--- src/rtl/ethernet_cmd_mac.sv ---
// Single-clock Ethernet command MAC: RX filter + command decode, TX reply framer with pad and FCS.
// Optional RX FCS verification when RX_FCS_CHECK_EN is defined.
module ethernet_cmd_mac #(
    parameter logic [15:0] ETYPE    = 16'h88B5,
    parameter int          MAXWORDS = 375,
    parameter int          IFG      = 12
) (
    input  logic        clk125,
    input  logic        reset,
    input  logic [47:0] MAC,
    input  logic [7:0]  gmii_rxd,
    input  logic        gmii_rx_dv,
    output logic [7:0]  gmii_txd,
    output logic        mac_gmii_tx_en,
    input  logic [31:0] txd,
    input  logic        txvld,
    input  logic        txend,
    output logic        txready,
    output logic [31:0] address,
    output logic [31:0] value,
    output logic [2:0]  cmd,
    input  logic        ready4cmd,
    output logic        error,
    output logic        rcvcnt,
    output logic [4:0]  debug
);

    localparam logic [2:0] RX_IDLE = 3'd0, RX_PRE = 3'd1, RX_HDR = 3'd2, RX_PAY = 3'd3, RX_DROP = 3'd4;
    localparam logic [2:0] TX_IDLE = 3'd0, TX_PRE = 3'd1, TX_HDR = 3'd2, TX_PAY = 3'd3,
                           TX_PAD  = 3'd4, TX_FCS = 3'd5, TX_GAP = 3'd6;

    // Reflected CRC-32 (poly 04C11DB7), one byte per call, LSB of the byte first.
    function automatic logic [31:0] crc_byte(input logic [31:0] c, input logic [7:0] d);
        logic [31:0] r;
        r = c;
        for (int i = 0; i < 8; i++)
            r = (r[0] ^ d[i]) ? ((r >> 1) ^ 32'hEDB88320) : (r >> 1);
        return r;
    endfunction

    // ---------------- RX ----------------
    logic [2:0]   rx_state_reg;
    logic [3:0]   rx_cnt_reg;
    logic [103:0] rx_hdr_reg;
    logic [111:0] rx_hdr_next;
    logic [66:0]  rx_pay_reg;
    logic         rx_hdr_ok;
    logic         rx_fcs_ok;
    logic [31:0]  address_reg, value_reg;
    logic [2:0]   cmd_reg;
    logic         rcvcnt_reg, rx_err_reg, rx_dropped_reg;
    logic [47:0]  tx_dest_reg;

    assign rx_hdr_next = {rx_hdr_reg, gmii_rxd};
    assign rx_hdr_ok   = ((rx_hdr_next[111:64] == MAC) || (rx_hdr_next[111:64] == 48'hFFFF_FFFF_FFFF))
                         && (rx_hdr_next[15:0] == ETYPE);

`ifdef RX_FCS_CHECK_EN
    logic [31:0] rx_crc_reg;
    logic [31:0] rx_crc_rev;

    generate
        for (genvar gi = 0; gi < 32; gi++) begin : g_crc_rev
            assign rx_crc_rev[gi] = rx_crc_reg[31-gi];
        end
    endgenerate

    assign rx_fcs_ok = (rx_crc_rev == 32'hC704DD7B);

    always_ff @(posedge clk125) begin
        if (reset)
            rx_crc_reg <= 32'hFFFF_FFFF;
        else if (gmii_rx_dv) begin
            if (rx_state_reg == RX_PRE)
                rx_crc_reg <= 32'hFFFF_FFFF;
            else if (rx_state_reg == RX_HDR || rx_state_reg == RX_PAY)
                rx_crc_reg <= crc_byte(rx_crc_reg, gmii_rxd);
        end
    end
`else
    assign rx_fcs_ok = 1'b1;
`endif

    always_ff @(posedge clk125) begin
        if (reset) begin
            rx_state_reg   <= RX_IDLE;
            rx_cnt_reg     <= '0;
            rx_hdr_reg     <= '0;
            rx_pay_reg     <= '0;
            address_reg    <= '0;
            value_reg      <= '0;
            cmd_reg        <= '0;
            rcvcnt_reg     <= 1'b0;
            rx_err_reg     <= 1'b0;
            rx_dropped_reg <= 1'b0;
            tx_dest_reg    <= 48'hFFFF_FFFF_FFFF;
        end else begin
            cmd_reg    <= '0;
            rx_err_reg <= 1'b0;
            if (!gmii_rx_dv) begin
                // End of frame: every state falls back to IDLE; only HDR/PAY have something to report.
                rx_state_reg <= RX_IDLE;
                if (rx_state_reg == RX_HDR || (rx_state_reg == RX_PAY && (rx_cnt_reg < 4'd9 || !rx_fcs_ok))) begin
                    rx_err_reg     <= 1'b1;
                    rx_dropped_reg <= 1'b1;
                end else if (rx_state_reg == RX_PAY) begin
                    if (rx_pay_reg[66:64] != 3'd0 && !ready4cmd) begin
                        rx_err_reg <= 1'b1;
                    end else begin
                        address_reg    <= rx_pay_reg[63:32];
                        value_reg      <= rx_pay_reg[31:0];
                        cmd_reg        <= rx_pay_reg[66:64];
                        rcvcnt_reg     <= ~rcvcnt_reg;
                        tx_dest_reg    <= rx_hdr_reg[63:16];
                        rx_dropped_reg <= 1'b0;
                    end
                end
            end else begin
                case (rx_state_reg)
                    RX_IDLE: rx_state_reg <= RX_PRE;
                    RX_PRE: begin
                        rx_cnt_reg <= '0;
                        if (gmii_rxd == 8'hD5)
                            rx_state_reg <= RX_HDR;
                        else if (gmii_rxd != 8'h55)
                            rx_state_reg <= RX_DROP;
                    end
                    RX_HDR: begin
                        rx_hdr_reg <= rx_hdr_next[103:0];
                        rx_cnt_reg <= rx_cnt_reg + 4'd1;
                        if (rx_cnt_reg == 4'd13) begin
                            rx_cnt_reg   <= '0;
                            rx_state_reg <= rx_hdr_ok ? RX_PAY : RX_DROP;
                        end
                    end
                    RX_PAY: begin
                        if (rx_cnt_reg < 4'd9) begin
                            rx_pay_reg <= {rx_pay_reg[58:0], gmii_rxd};
                            rx_cnt_reg <= rx_cnt_reg + 4'd1;
                        end
                    end
                    RX_DROP: rx_state_reg <= RX_DROP;
                    default: rx_state_reg <= RX_IDLE;
                endcase
            end
        end
    end

    // ---------------- TX ----------------
    logic [2:0]   tx_state_reg;
    logic [7:0]   tx_cnt_reg;
    logic [31:0]  tx_word_reg;
    logic         tx_last_reg;
    logic [15:0]  tx_words_reg;
    logic [10:0]  tx_pay_reg;
    logic [111:0] tx_sh_reg;
    logic [31:0]  tx_crc_reg;
    logic [7:0]   gmii_txd_reg;
    logic         tx_en_reg, tx_err_reg;
    logic         tx_take;

    // Next word is requested only while the last byte of a non-final word is being loaded.
    assign txready = !reset && ((tx_state_reg == TX_IDLE) ||
                     (tx_state_reg == TX_PAY && tx_cnt_reg == 8'd3 && !tx_last_reg &&
                      tx_words_reg < 16'(MAXWORDS)));
    assign tx_take = txready && txvld;

    always_ff @(posedge clk125) begin
        if (reset) begin
            tx_state_reg <= TX_IDLE;
            tx_cnt_reg   <= '0;
            tx_word_reg  <= '0;
            tx_last_reg  <= 1'b0;
            tx_words_reg <= '0;
            tx_pay_reg   <= '0;
            tx_sh_reg    <= '0;
            tx_crc_reg   <= '0;
            gmii_txd_reg <= '0;
            tx_en_reg    <= 1'b0;
            tx_err_reg   <= 1'b0;
        end else begin
            tx_err_reg <= 1'b0;
            tx_cnt_reg <= tx_cnt_reg + 8'd1;
            case (tx_state_reg)
                TX_IDLE: begin
                    tx_en_reg    <= 1'b0;
                    gmii_txd_reg <= '0;
                    tx_cnt_reg   <= '0;
                    if (tx_take) begin
                        tx_word_reg  <= txd;
                        tx_last_reg  <= txend;
                        tx_words_reg <= 16'd1;
                        tx_state_reg <= TX_PRE;
                    end
                end
                TX_PRE: begin
                    tx_en_reg    <= 1'b1;
                    gmii_txd_reg <= (tx_cnt_reg == 8'd7) ? 8'hD5 : 8'h55;
                    if (tx_cnt_reg == 8'd7) begin
                        tx_cnt_reg   <= '0;
                        tx_crc_reg   <= 32'hFFFF_FFFF;
                        tx_sh_reg    <= {tx_dest_reg, MAC, ETYPE};
                        tx_state_reg <= TX_HDR;
                    end
                end
                TX_HDR: begin
                    gmii_txd_reg <= tx_sh_reg[111:104];
                    tx_crc_reg   <= crc_byte(tx_crc_reg, tx_sh_reg[111:104]);
                    tx_sh_reg    <= {tx_sh_reg[103:0], 8'h00};
                    if (tx_cnt_reg == 8'd13) begin
                        tx_cnt_reg   <= '0;
                        tx_pay_reg   <= '0;
                        tx_state_reg <= TX_PAY;
                    end
                end
                TX_PAY: begin
                    gmii_txd_reg <= tx_word_reg[31:24];
                    tx_crc_reg   <= crc_byte(tx_crc_reg, tx_word_reg[31:24]);
                    tx_word_reg  <= {tx_word_reg[23:0], 8'h00};
                    tx_pay_reg   <= tx_pay_reg + 11'd1;
                    if (tx_cnt_reg == 8'd3) begin
                        tx_cnt_reg <= '0;
                        if (tx_take) begin
                            tx_word_reg  <= txd;
                            tx_last_reg  <= txend;
                            tx_words_reg <= tx_words_reg + 16'd1;
                        end else begin
                            // Underrun or word limit ends the frame early.
                            tx_err_reg   <= !tx_last_reg;
                            tx_state_reg <= (tx_pay_reg < 11'd45) ? TX_PAD : TX_FCS;
                        end
                    end
                end
                TX_PAD: begin
                    gmii_txd_reg <= 8'h00;
                    tx_crc_reg   <= crc_byte(tx_crc_reg, 8'h00);
                    tx_pay_reg   <= tx_pay_reg + 11'd1;
                    tx_cnt_reg   <= '0;
                    if (tx_pay_reg >= 11'd45)
                        tx_state_reg <= TX_FCS;
                end
                TX_FCS: begin
                    gmii_txd_reg <= ~tx_crc_reg[7:0];
                    tx_crc_reg   <= {8'h00, tx_crc_reg[31:8]};
                    if (tx_cnt_reg == 8'd3) begin
                        tx_cnt_reg   <= '0;
                        tx_state_reg <= TX_GAP;
                    end
                end
                TX_GAP: begin
                    tx_en_reg    <= 1'b0;
                    gmii_txd_reg <= '0;
                    if (tx_cnt_reg == 8'(IFG - 1))
                        tx_state_reg <= TX_IDLE;
                end
                default: tx_state_reg <= TX_IDLE;
            endcase
        end
    end

    assign gmii_txd       = gmii_txd_reg;
    assign mac_gmii_tx_en = tx_en_reg;
    assign address        = address_reg;
    assign value          = value_reg;
    assign cmd            = cmd_reg;
    assign rcvcnt         = rcvcnt_reg;
    assign error          = rx_err_reg | tx_err_reg;
    assign debug          = {rx_dropped_reg, tx_state_reg != TX_IDLE, rx_state_reg};

endmodule

--- config.mk ---
export PLATFORM = sky130hd
export DESIGN_NAME = ethernet_cmd_mac
export DESIGN_NICKNAME = d
export VERILOG_FILES = /design/src/rtl/ethernet_cmd_mac.sv
export SDC_FILE = /design/constraint.sdc
export NUM_CORES = 1
export LEC_CHECK = 0
export ABC_AREA = 0
export BUFFER_PORTS_ARGS = -buffer_cell sky130_fd_sc_hd__buf_2
export CAP_MARGIN = 10
export CORE_MARGIN = 2
export CORE_UTILIZATION = 40
export CTS_CLUSTER_SIZE = 25
export DETAILED_ROUTE_END_ITERATION = 8
export PLACE_DENSITY = 0.64
export SYNTH_ARGS = -nofsm -noshare
export SYNTH_HDL_FRONTEND = slang
export SYNTH_SLANG_ARGS = --single-unit
--- constraint.sdc ---
create_clock -name clk125 -period 7.3 [get_ports clk125]
set_input_delay 1.095 -clock clk125 [delete_from_list [all_inputs] [get_ports clk125]]
set_output_delay 1.095 -clock clk125 [all_outputs]
set_load 0.02 [all_outputs]
==> key figures, run 1 <==
Final layout
  – Flip-flop count of the largest register after layout: roughly 100
  – Share of cells above drive strength 1: 0.107
  – Filler Cells Inserted: approximately 5400
  – Layout area overhead: 14.0%
  – Fin cells: approximately 3700
  – Fin nets: 3027
  – Final core utilization: 0.463

Floorplan
  – Die area: between 0.05 and 0.06 sq mm
  – Die width: ~240 um
  – Initial Util: 0.406
  – Total core area: 0.0552 sq mm
  – Die H: 241 um
  – IO Pins: around 180
  – Rows: 86

Synth
  – Avg Cell Area, Syn: a little under 8 sq um
  – Synth cell types: between 60 and 70
  – #FFs+latches synth: between 500 and 600
  – Most used DFF post-synth: dfxtp_1
  – Sequential share of the synthesized area: 0.454
  – Synth async-reset ratio: 0
  – Post-Syn Area: about 0.022 sq mm
  – Syn_nets: between 2000 and 3000
  – Synth warnings: 0
  – Cells after Synth: approximately 2900
  – Post-synth EDFFs: 0

Place
  – Post-Place Cells: 3619
  – HPWL Detailed: 42600 um
  – Pre-CTS setup slack: 3.36 ns
  – # port buffers: between 150 and 200
  – Gp weighted congestion: 0.912

STA
  – Final period util: 0.558
  – RSZ-0062 raised after global routing: false
  – Least-Margin Pin Slew: around 1.1 ns
  – Final hold vios: 0
  – Final WS setup: 3.22 ns
  – Minimum clock period: approximately 4 ns
  – Fin. max-slew vios: 0
  – Headroom to the max-slew limit: 0.265
  – Max Fclk: around 250 MHz
  – Final setup viols: 0
  – Total negative slack: 0 ns
  – Clock skew: approximately 0.033 ns
  – Fin Hold WS: 0.452 ns

Min path
  – Min-delay src: address[9]$_SDFFE_PP0P_
  – Hold depth: 2
  – Hold Path Class: flip-flop to flip-flop
  – Worst Hold Endpoint: address[9]$_SDFFE_PP0P_

Critical path
  – CP Launch Type: flip-flop
  – Critical R2R Capture: tx_crc_reg[9]$_SDFFE_PP0P_
  – Delay-heaviest family, CP: flip-flops
  – CP required: roughly 6.2 ns
  – RR Startpoint: tx_state_reg[1]$_SDFFE_PP0P_
  – CP max stage delay: between 1 and 1.5 ns
  – WP buf/inv: 2
  – Type of element capturing the critical path: primary output
  – Critical path peak fanout: 34
  – Worst setup path class: flip-flop to primary output
  – Worst path cell trace: and3b_1, buf_4, nand4_1, o31ai_4, nor2b_1, buf_2
  – Worst R2R Path Depth: 8
  – Worst path arrival time: between 2 and 3 ns
  – Setup slack, reg-to-reg: roughly 3.3 ns
  – CP max-delay cell: dfxtp_1

Drt
  – Avg WL per Cell: 17.6 um
  – Iter 0 DRT Violations: around 1800
  – WL final: roughly 65000 um
  – DRC Markers: 0
  – Antenna Violating Nets Remaining: 0
  – Routed vias: 19900
  – DR vias/cell: ~5.4
  – TritonRoute pass-1 iters: 5

Global routing
  – Grt ovf: 0
  – Number of antenna violations at the first check in global routing: 14
  – Largest net degree at the start of global routing: 238
  – First-pass GRT wire length: about 100000 um
  – Number of global-route vias before repair: about 19000
  – Global Route Usage Sum: 0.220

CTS
  – Root buf cell: clkbuf_16
  – CTS clock-pin slew for the worst setup and hold paths: about 0.060 ns
  – TritonCTS clock tree: done
  – Hold-fix buffers at CTS: 0
  – Setup Buffers After CTS: 0
  – Clock latency on the worst-skew pair: 0.61 ns
  – H-tree depth reported by CTS: 2
  – CTS Sinks: between 500 and 600
  – CTS Buffer Depth: 3
  – TritonCTS Buffers: 52
  – Post-cts sizing count: 0

Pwr
  – Pwr Density: between 300 and 400 mW/mm^2
  – Worst vdd ir: ~280 uV
  – Leakage: slightly above 9 nW

Run
  – MaxCap Viol Count: 0

Status
  – Result of the run: completed
-- worst max-delay path by stage --
| stage | from | end | slack, ns | cells past startpoint |
|---|---|---|---|---|
| 3_5_place_dp | tx_state_reg[1]$_SDFFE_PP0P_ | tx_crc_reg[9]$_SDFFE_PP0P_ | 3.36 | 8 |
| 2_1_floorplan | tx_cnt_reg[5]$_SDFF_PP0_ | txready | 4.18 | 4 |
| 3_3_place_gp | tx_state_reg[1]$_SDFFE_PP0P_ | tx_crc_reg[9]$_SDFFE_PP0P_ | 3.52 | 8 |
| 6_report | tx_state_reg[1]$_SDFFE_PP0P_ | txready | 3.22 | 6 |
| 4_1_cts | tx_state_reg[1]$_SDFFE_PP0P_ | txready | 3.19 | 6 |
| 5_1_grt | tx_state_reg[1]$_SDFFE_PP0P_ | txready | 2.98 | 6 |
-- tightest hold or removal path, stage by stage (launching register included) --
cell     delay (ns)
dfxtp_1        0.31
nand2_1        0.05
a21oi_1        0.05
-- placed cells by master, fill, tap and decap left out, types with 52 or more instances in the layout --
| cell | n |
|---|---|
| a21oi_1 | 301 |
| nand2_1 | 673 |
| clkbuf_16 | 52 |
| nor2_1 | 415 |
| nor4_1 | 103 |
| o21ai_0 | 72 |
| dfxtp_1 | 507 |
| xnor2_1 | 170 |
| buf_2 | 176 |
| xor2_1 | 58 |
-- through the flow --
step	power, mW	instance area [sq um]
detailed placement	6.99	23700
global route	10.4	25500
floorplan	6.18	22400
finish	9.87	25600
CTS	9.88	25500
global placement	6.95	23700
-- cells by family (layout without fill, tap and decap cells) --
logic type / Yosys count / count (layout) / share of synthesized area
simple gates: 1375 / 1375 / 0.265
compound gates: 508 / 508 / 0.131
fa+ha+maj: 8 / 8 / 0.00447
mux: 13 / 13 / 0.00597
buf+inv: 234 / 314 / 0.0411
xor+xnor: 239 / 239 / 0.0987
flops: 508 / 508 / 0.454
other cells: 0 / 5 / 0
-- layer usage --
metal,wire length [um],up-vias,GRT usage
li1,-,9750,-
met1,28200,9362,0.286
met2,30900,614,0.361
met3,4120,156,0.0422
met4,2070,18,0.0792
met5,127,-,0
-- synth_stat cells, types with 8 or more instances --
master    number  share of area
o21ai_0       73          0.016
ha_1           8         0.0045
xor2_1        58          0.023
nand3_1       26         0.0058
a31oi_1       12         0.0033
clkbuf_1     175          0.029
nand3b_1      51          0.017
a22oi_1       17         0.0057
o22ai_1       14         0.0039
mux2i_1       10         0.0045
buf_1         26         0.0044
nand4_1       30         0.0084
a311oi_1      29          0.011
o221ai_1       8         0.0031
xnor2_1      170          0.066
dfxtp_1      508           0.45
nor3_1        23         0.0051
a21oi_1      301          0.067
nand2_1      676           0.11
nor2_1       417          0.070
nor4_1       103          0.029
nor2b_1       11         0.0031
a211oi_1      14         0.0047
inv_1         18         0.0030
-- final cells by class --
type                       instances  area [sq um]  share of cell area
sequential                       508         10200               0.398
clock buffer                      75          1500              0.0586
inverter                          18          67.6             0.00264
timing repair buffer             202          1110              0.0434
multi-input combinational       2143         11400               0.446
clock inverter                    19           353              0.0138
tap                              748           936              0.0366
antenna                            5          12.5            0.000490
-- power by group --
group | total [mW] | leakage, nW | switching (mW) | internal (mW)
Combinational | 3.70 | 4.26 | 2.11 | 1.59
Sequential | 3.32 | 4.11 | 0.289 | 3.03
Clock | 2.85 | 0.889 | 1.14 | 1.72
(Power assumes the default switching activity.)
==> run 2: changes to the inputs <==
- clock period: 7.3 -> 3.96 ns (I/O delays scaled with it)
==> key figures, run 2 (synthesis results as in run 1) <==
STA
  – Final period util: 0.869
  – Headroom to the max-slew limit: 0.218 (-0.0463)
  – Least-Margin Pin Slew: 1.17 ns (+0.0745 ns)
  – Max Fclk: about 290 MHz
  – Clock skew: 0.0584 ns (+0.0253 ns)
  – Fin. max-slew vios: 0 (unchanged)
  – Minimum clock period: between 3 and 4 ns
  – Total negative slack: 0 ns (unchanged)
  – RSZ-0062 raised after global routing: false
  – Final setup viols: 0 (unchanged)
  – Final hold vios: 0 (unchanged)

Critical path
  – CP Launch Type: flip-flop
  – CP required: 3.37 ns (-2.83 ns)
  – Worst path arrival time: 2.85 ns (-0.13 ns)
  – Worst setup path class: flip-flop to primary output
  – Critical path peak fanout: 4 (-88%)
  – Type of element capturing the critical path: primary output

Global routing
  – Number of global-route vias before repair: 19200 (+2.9%)
  – First-pass GRT wire length: 105000 um (+3.2%)
  – Number of antenna violations at the first check in global routing: 14 (unchanged)
  – Largest net degree at the start of global routing: 164 (-31%)
  – Grt ovf: 0 (unchanged)
  – Global Route Usage Sum: 0.227 (+0.00768)

Final layout
  – Flip-flop count of the largest register after layout: 104 (unchanged)
  – Layout area overhead: 14.2%
  – Most frequent cells in the layout: 673 x nand2_1, 507 x dfxtp_1, 415 x nor2_1, 301 x a21oi_1, 176 x buf_2
  – Commonest non-fill, non-tap cell in the layout: nand2_1
  – Post-route cell area: 0.0256 sq mm (+0.20%)
  – Fin nets: 3051 (+0.79%)
  – Share of cells above drive strength 1: 0.114 (+0.00687)

Floorplan
  – IO Pins: 178 (unchanged)
  – Total core area: 0.0552 sq mm (unchanged)
  – Die area: 0.0579 sq mm (unchanged)
  – Die width: 241 um (unchanged)
  – Die H: 241 um (unchanged)
  – Initial Util: 0.406 (unchanged)
  – Rows: 86 (unchanged)

Run
  – MaxCap Viol Count: 0 (unchanged)

Drt
  – DR vias/cell: 5.36 (+0.17%)
  – Antenna Violating Nets Remaining: 0 (unchanged)
  – Iter 0 DRT Violations: 1621 (-11%)
  – DRC Markers: 0 (unchanged)
  – WL final: 67200 um (+2.7%)
  – Avg WL per Cell: 18.0 um (+2.1%)
  – TritonRoute pass-1 iters: 7 (+2)
  – Routed vias: 20100 (+0.82%)

Pwr
  – Pwr Density: 708 mW/mm^2 (+83%)
  – Leakage: 9.35 nW (+0.99%)
  – Worst vdd ir: 381 uV (+35%)

CTS
  – TritonCTS Buffers: 54 (+3.8%)
  – CTS Buffer Depth: 3 (unchanged)
  – Setup Buffers After CTS: 0 (unchanged)
  – CTS Sinks: 508 (unchanged)
  – H-tree depth reported by CTS: 2 (unchanged)
  – Root buf cell: clkbuf_16
  – Hold-fix buffers at CTS: 0 (unchanged)
  – Post-cts sizing count: 0 (unchanged)
  – TritonCTS clock tree: done
  – Clock latency on the worst-skew pair: 0.62 ns (about the same)
  – CTS clock-pin slew for the worst setup and hold paths: 0.06 ns (about the same)

Place
  – # port buffers: 177 (unchanged)
  – DP Area: 0.0239 sq mm (+0.70%)
  – HPWL Detailed: 44600 um (+4.9%)
  – Gp weighted congestion: 0.944 (+3.5%)

Min path
  – Hold Path Class: input port to flip-flop

Status
  – Result of the run: completed
## run 2: final timing paths
path / start / endpoint / slack (ns) / cells past startpoint
worst max register to register: tx_cnt_reg[5]$_SDFF_PP0_ / tx_crc_reg[4]$_SDFFE_PP0P_ / 0.86 / 7
worst max-delay path: tx_cnt_reg[5]$_SDFF_PP0_ / txready / 0.52 / 5
worst min register to register: rx_hdr_reg[10]$_SDFFE_PP0P_ / rx_hdr_reg[18]$_SDFFE_PP0P_ / 0.44 / 2
worst min-delay path: txd[6] / tx_word_reg[6]$_SDFFE_PP0P_ / 0.22 / 3
## run 2: power breakdown
| group | switching [mW] | leakage, nW | total [mW] | internal [mW] |
|---|---|---|---|---|
| Sequential | 0.599 | 4.11 | 6.18 | 5.58 |
| Clock | 2.13 | 0.865 | 4.95 | 2.82 |
| Combinational | 3.95 | 4.38 | 6.99 | 3.03 |
## run 2: cell type report
type,instances,area [sq um]
tap,748,936
antenna,6,15.0
timing repair buffer,224,1290
inverter,18,67.6
sequential,508,10200
clock buffer,78,1570
multi-input combinational,2143,11400
clock inverter,17,161
fill,5511,29600
## run 2: worst max-delay path, cell delays in order, from the launching register on
cell	delay [ns]
dfxtp_1	0.34
or4_4	0.55
or4_4	0.53
o31ai_4	0.31
nor2b_1	0.27
buf_2	0.21
## run 2: metrics by stage
stage               setup WS, ns  hold WS [ns]  cells  power, mW  utilization
finish                     0.521         0.220   3742       18.1        0.464
global route               0.475         0.225   3739       19.1        0.464
CTS                        0.523         0.185   3736       18.2        0.464
detailed placement         0.960         0.446   3641       13.2        0.432
global placement           0.980         0.437   3641       13.1        0.432
floorplan                   1.34         0.430   2885       11.4            -
## run 2: routing by layer
metal	share of wire	track usage	vias to the layer above
li1	-	-	9794
met1	0.43	0.295	9549
met2	0.48	0.382	573
met3	0.061	0.0423	131
met4	0.027	0.0727	16
met5	0.0015	0	-
==> run 3: changes to the inputs <==
- CORE_UTILIZATION: 40 -> 35
- PLACE_DENSITY: 0.64 -> 0.58
==> key figures, run 3 (synthesis results as in run 1) <==
STA
  – Max Fclk: 296 MHz (+2.0%)
  – Total negative slack: 0 ns (unchanged)
  – Minimum clock period: 3.37 ns (-0.0666 ns)
  – Least-Margin Pin Slew: 1.11 ns (-0.0595 ns)
  – Final WS setup: 0.587 ns (+0.0666 ns)
  – Fin. max-slew vios: 0 (unchanged)
  – Clock skew: 0.0717 ns (+0.0133 ns)
  – Headroom to the max-slew limit: 0.253 (+0.0343)
  – Final setup viols: 0 (unchanged)
  – Final hold vios: 0 (unchanged)
  – Final period util: 0.852 (-0.0168)
  – RSZ-0062 raised after global routing: false

Critical path
  – CP required: 3.37 ns (about the same)
  – CP Launch Type: flip-flop
  – Critical path peak fanout: 5 (+1)
  – Worst setup path class: flip-flop to primary output
  – Type of element capturing the critical path: primary output
  – Worst path arrival time: 2.78 ns (-0.07 ns)

Pwr
  – Worst vdd ir: 425 uV (+12%)
  – Leakage: 9.37 nW (+0.13%)
  – Pwr Total: 18.1 mW (about the same)
  – Pwr Density: 701 mW/mm^2 (-0.96%)

Drt
  – Routed vias: 19700 (-1.8%)
  – DR vias/cell: 5.14 (-4.1%)
  – TritonRoute pass-1 iters: 5 (-2)
  – WL final: 66100 um (-1.6%)
  – Avg WL per Cell: 17.2 um (-3.9%)
  – DRC Markers: 0 (unchanged)
  – Antenna Violating Nets Remaining: 0 (unchanged)
  – Iter 0 DRT Violations: 1637 (+0.99%)

Floorplan
  – Die width: 257 um (+6.8%)
  – IO Pins: 178 (unchanged)
  – Total core area: 0.0632 sq mm (+14%)
  – Initial Util: 0.355 (-0.0514)
  – Die H: 257 um (+6.8%)
  – Rows: 92 (+7.0%)
  – Die area: 0.0661 sq mm (+14%)

Global routing
  – First-pass GRT wire length: 104000 um (-1.1%)
  – Number of global-route vias before repair: 18300 (-4.8%)
  – Largest net degree at the start of global routing: 195 (+19%)
  – Number of antenna violations at the first check in global routing: 7 (-7)
  – Global Route Usage Sum: 0.194 (-0.0331)
  – Grt ovf: 0 (unchanged)

CTS
  – CTS Buffer Depth: 3 (unchanged)
  – TritonCTS Buffers: 54 (unchanged)
  – TritonCTS clock tree: done
  – Clock latency on the worst-skew pair: 0.64 ns (+0.02 ns)
  – Hold-fix buffers at CTS: 0 (unchanged)
  – CTS clock-pin slew for the worst setup and hold paths: 0.06 ns (about the same)
  – Setup Buffers After CTS: 0 (unchanged)
  – Post-cts sizing count: 0 (unchanged)
  – H-tree depth reported by CTS: 2 (unchanged)
  – Root buf cell: clkbuf_16
  – CTS Sinks: 508 (unchanged)

Place
  – Pre-CTS setup slack: 0.997 ns (+0.0379 ns)
  – Gp weighted congestion: 0.906 (-4.0%)
  – HPWL Detailed: 43400 um (-2.8%)
  – # port buffers: 177 (unchanged)

Final layout
  – Share of cells above drive strength 1: 0.112 (-0.00193)
  – Flip-flop count of the largest register after layout: 104 (unchanged)
  – Layout area overhead: 15.2%
  – Commonest non-fill, non-tap cell in the layout: nand2_1
  – Fin nets: 3049 (-0.066%)
  – Most frequent cells in the layout: 673 x nand2_1, 507 x dfxtp_1, 415 x nor2_1, 301 x a21oi_1, 176 x buf_2
  – Filler Cells Inserted: 6561 (+19%)

Run
  – MaxCap Viol Count: 0 (unchanged)

Status
  – Result of the run: completed

Min path
  – Hold Path Class: input port to flip-flop
[run 3: layer usage]
layer	track usage	vias to the layer above	wire [um]
met4	0.0575	12	1580
li1	-	9797	-
met2	0.311	482	30500
met1	0.266	9313	30300
met3	0.0339	106	3700
met5	0	-	79
[run 3: worst max-delay path, cell delays in order, from the launching register on]
cell and delay, ns:
dfxtp_1 0.35, or4_4 0.54, or4_4 0.52, o31ai_4 0.32
nor2b_1 0.22, buf_2 0.19
[run 3: final timing paths]
check | cells after the start | to | startpoint | slack (ns)
min | 3 | tx_word_reg[3]$_SDFFE_PP0P_ | txd[3] | 0.21
min reg2reg | 2 | tx_sh_reg[37]$_SDFFE_PP0P_ | tx_sh_reg[29]$_SDFFE_PP0P_ | 0.44
max reg2reg | 7 | tx_words_reg[5]$_SDFFE_PP0P_ | tx_cnt_reg[4]$_SDFF_PP0_ | 0.95
max | 5 | txready | tx_cnt_reg[4]$_SDFF_PP0_ | 0.59
[run 3: cell type report]
type	instances	area (sq um)	share of cell area
Clock inverter	18	302	0.0117
Sequential cell	508	10200	0.394
Multi-Input combinational cell	2143	11400	0.441
Inverter	18	67.6	0.00262
Tap cell	846	1060	0.0410
Timing Repair Buffer	222	1310	0.0507
Antenna cell	1	2.50	0.0000969
Clock buffer	77	1530	0.0592
[run 3: metrics by stage]
step,cell area (sq um),util,std cells,hold slack (ns)
final,25800,0.409,3833,0.210
after global routing,25800,0.409,3832,0.186
after CTS,25800,0.409,3832,0.173
after detailed placement,24000,0.380,3737,0.443
after global placement,24000,0.380,3737,0.439
after floorplan,22400,-,2885,0.430
[run 3: power by group]
part / total (mW) / switching [mW] / leakage, nW / internal (mW)
Sequential: 6.10 / 0.519 / 4.11 / 5.58
Combinational: 6.81 / 3.85 / 4.37 / 2.96
Clock: 5.20 / 2.17 / 0.880 / 3.03
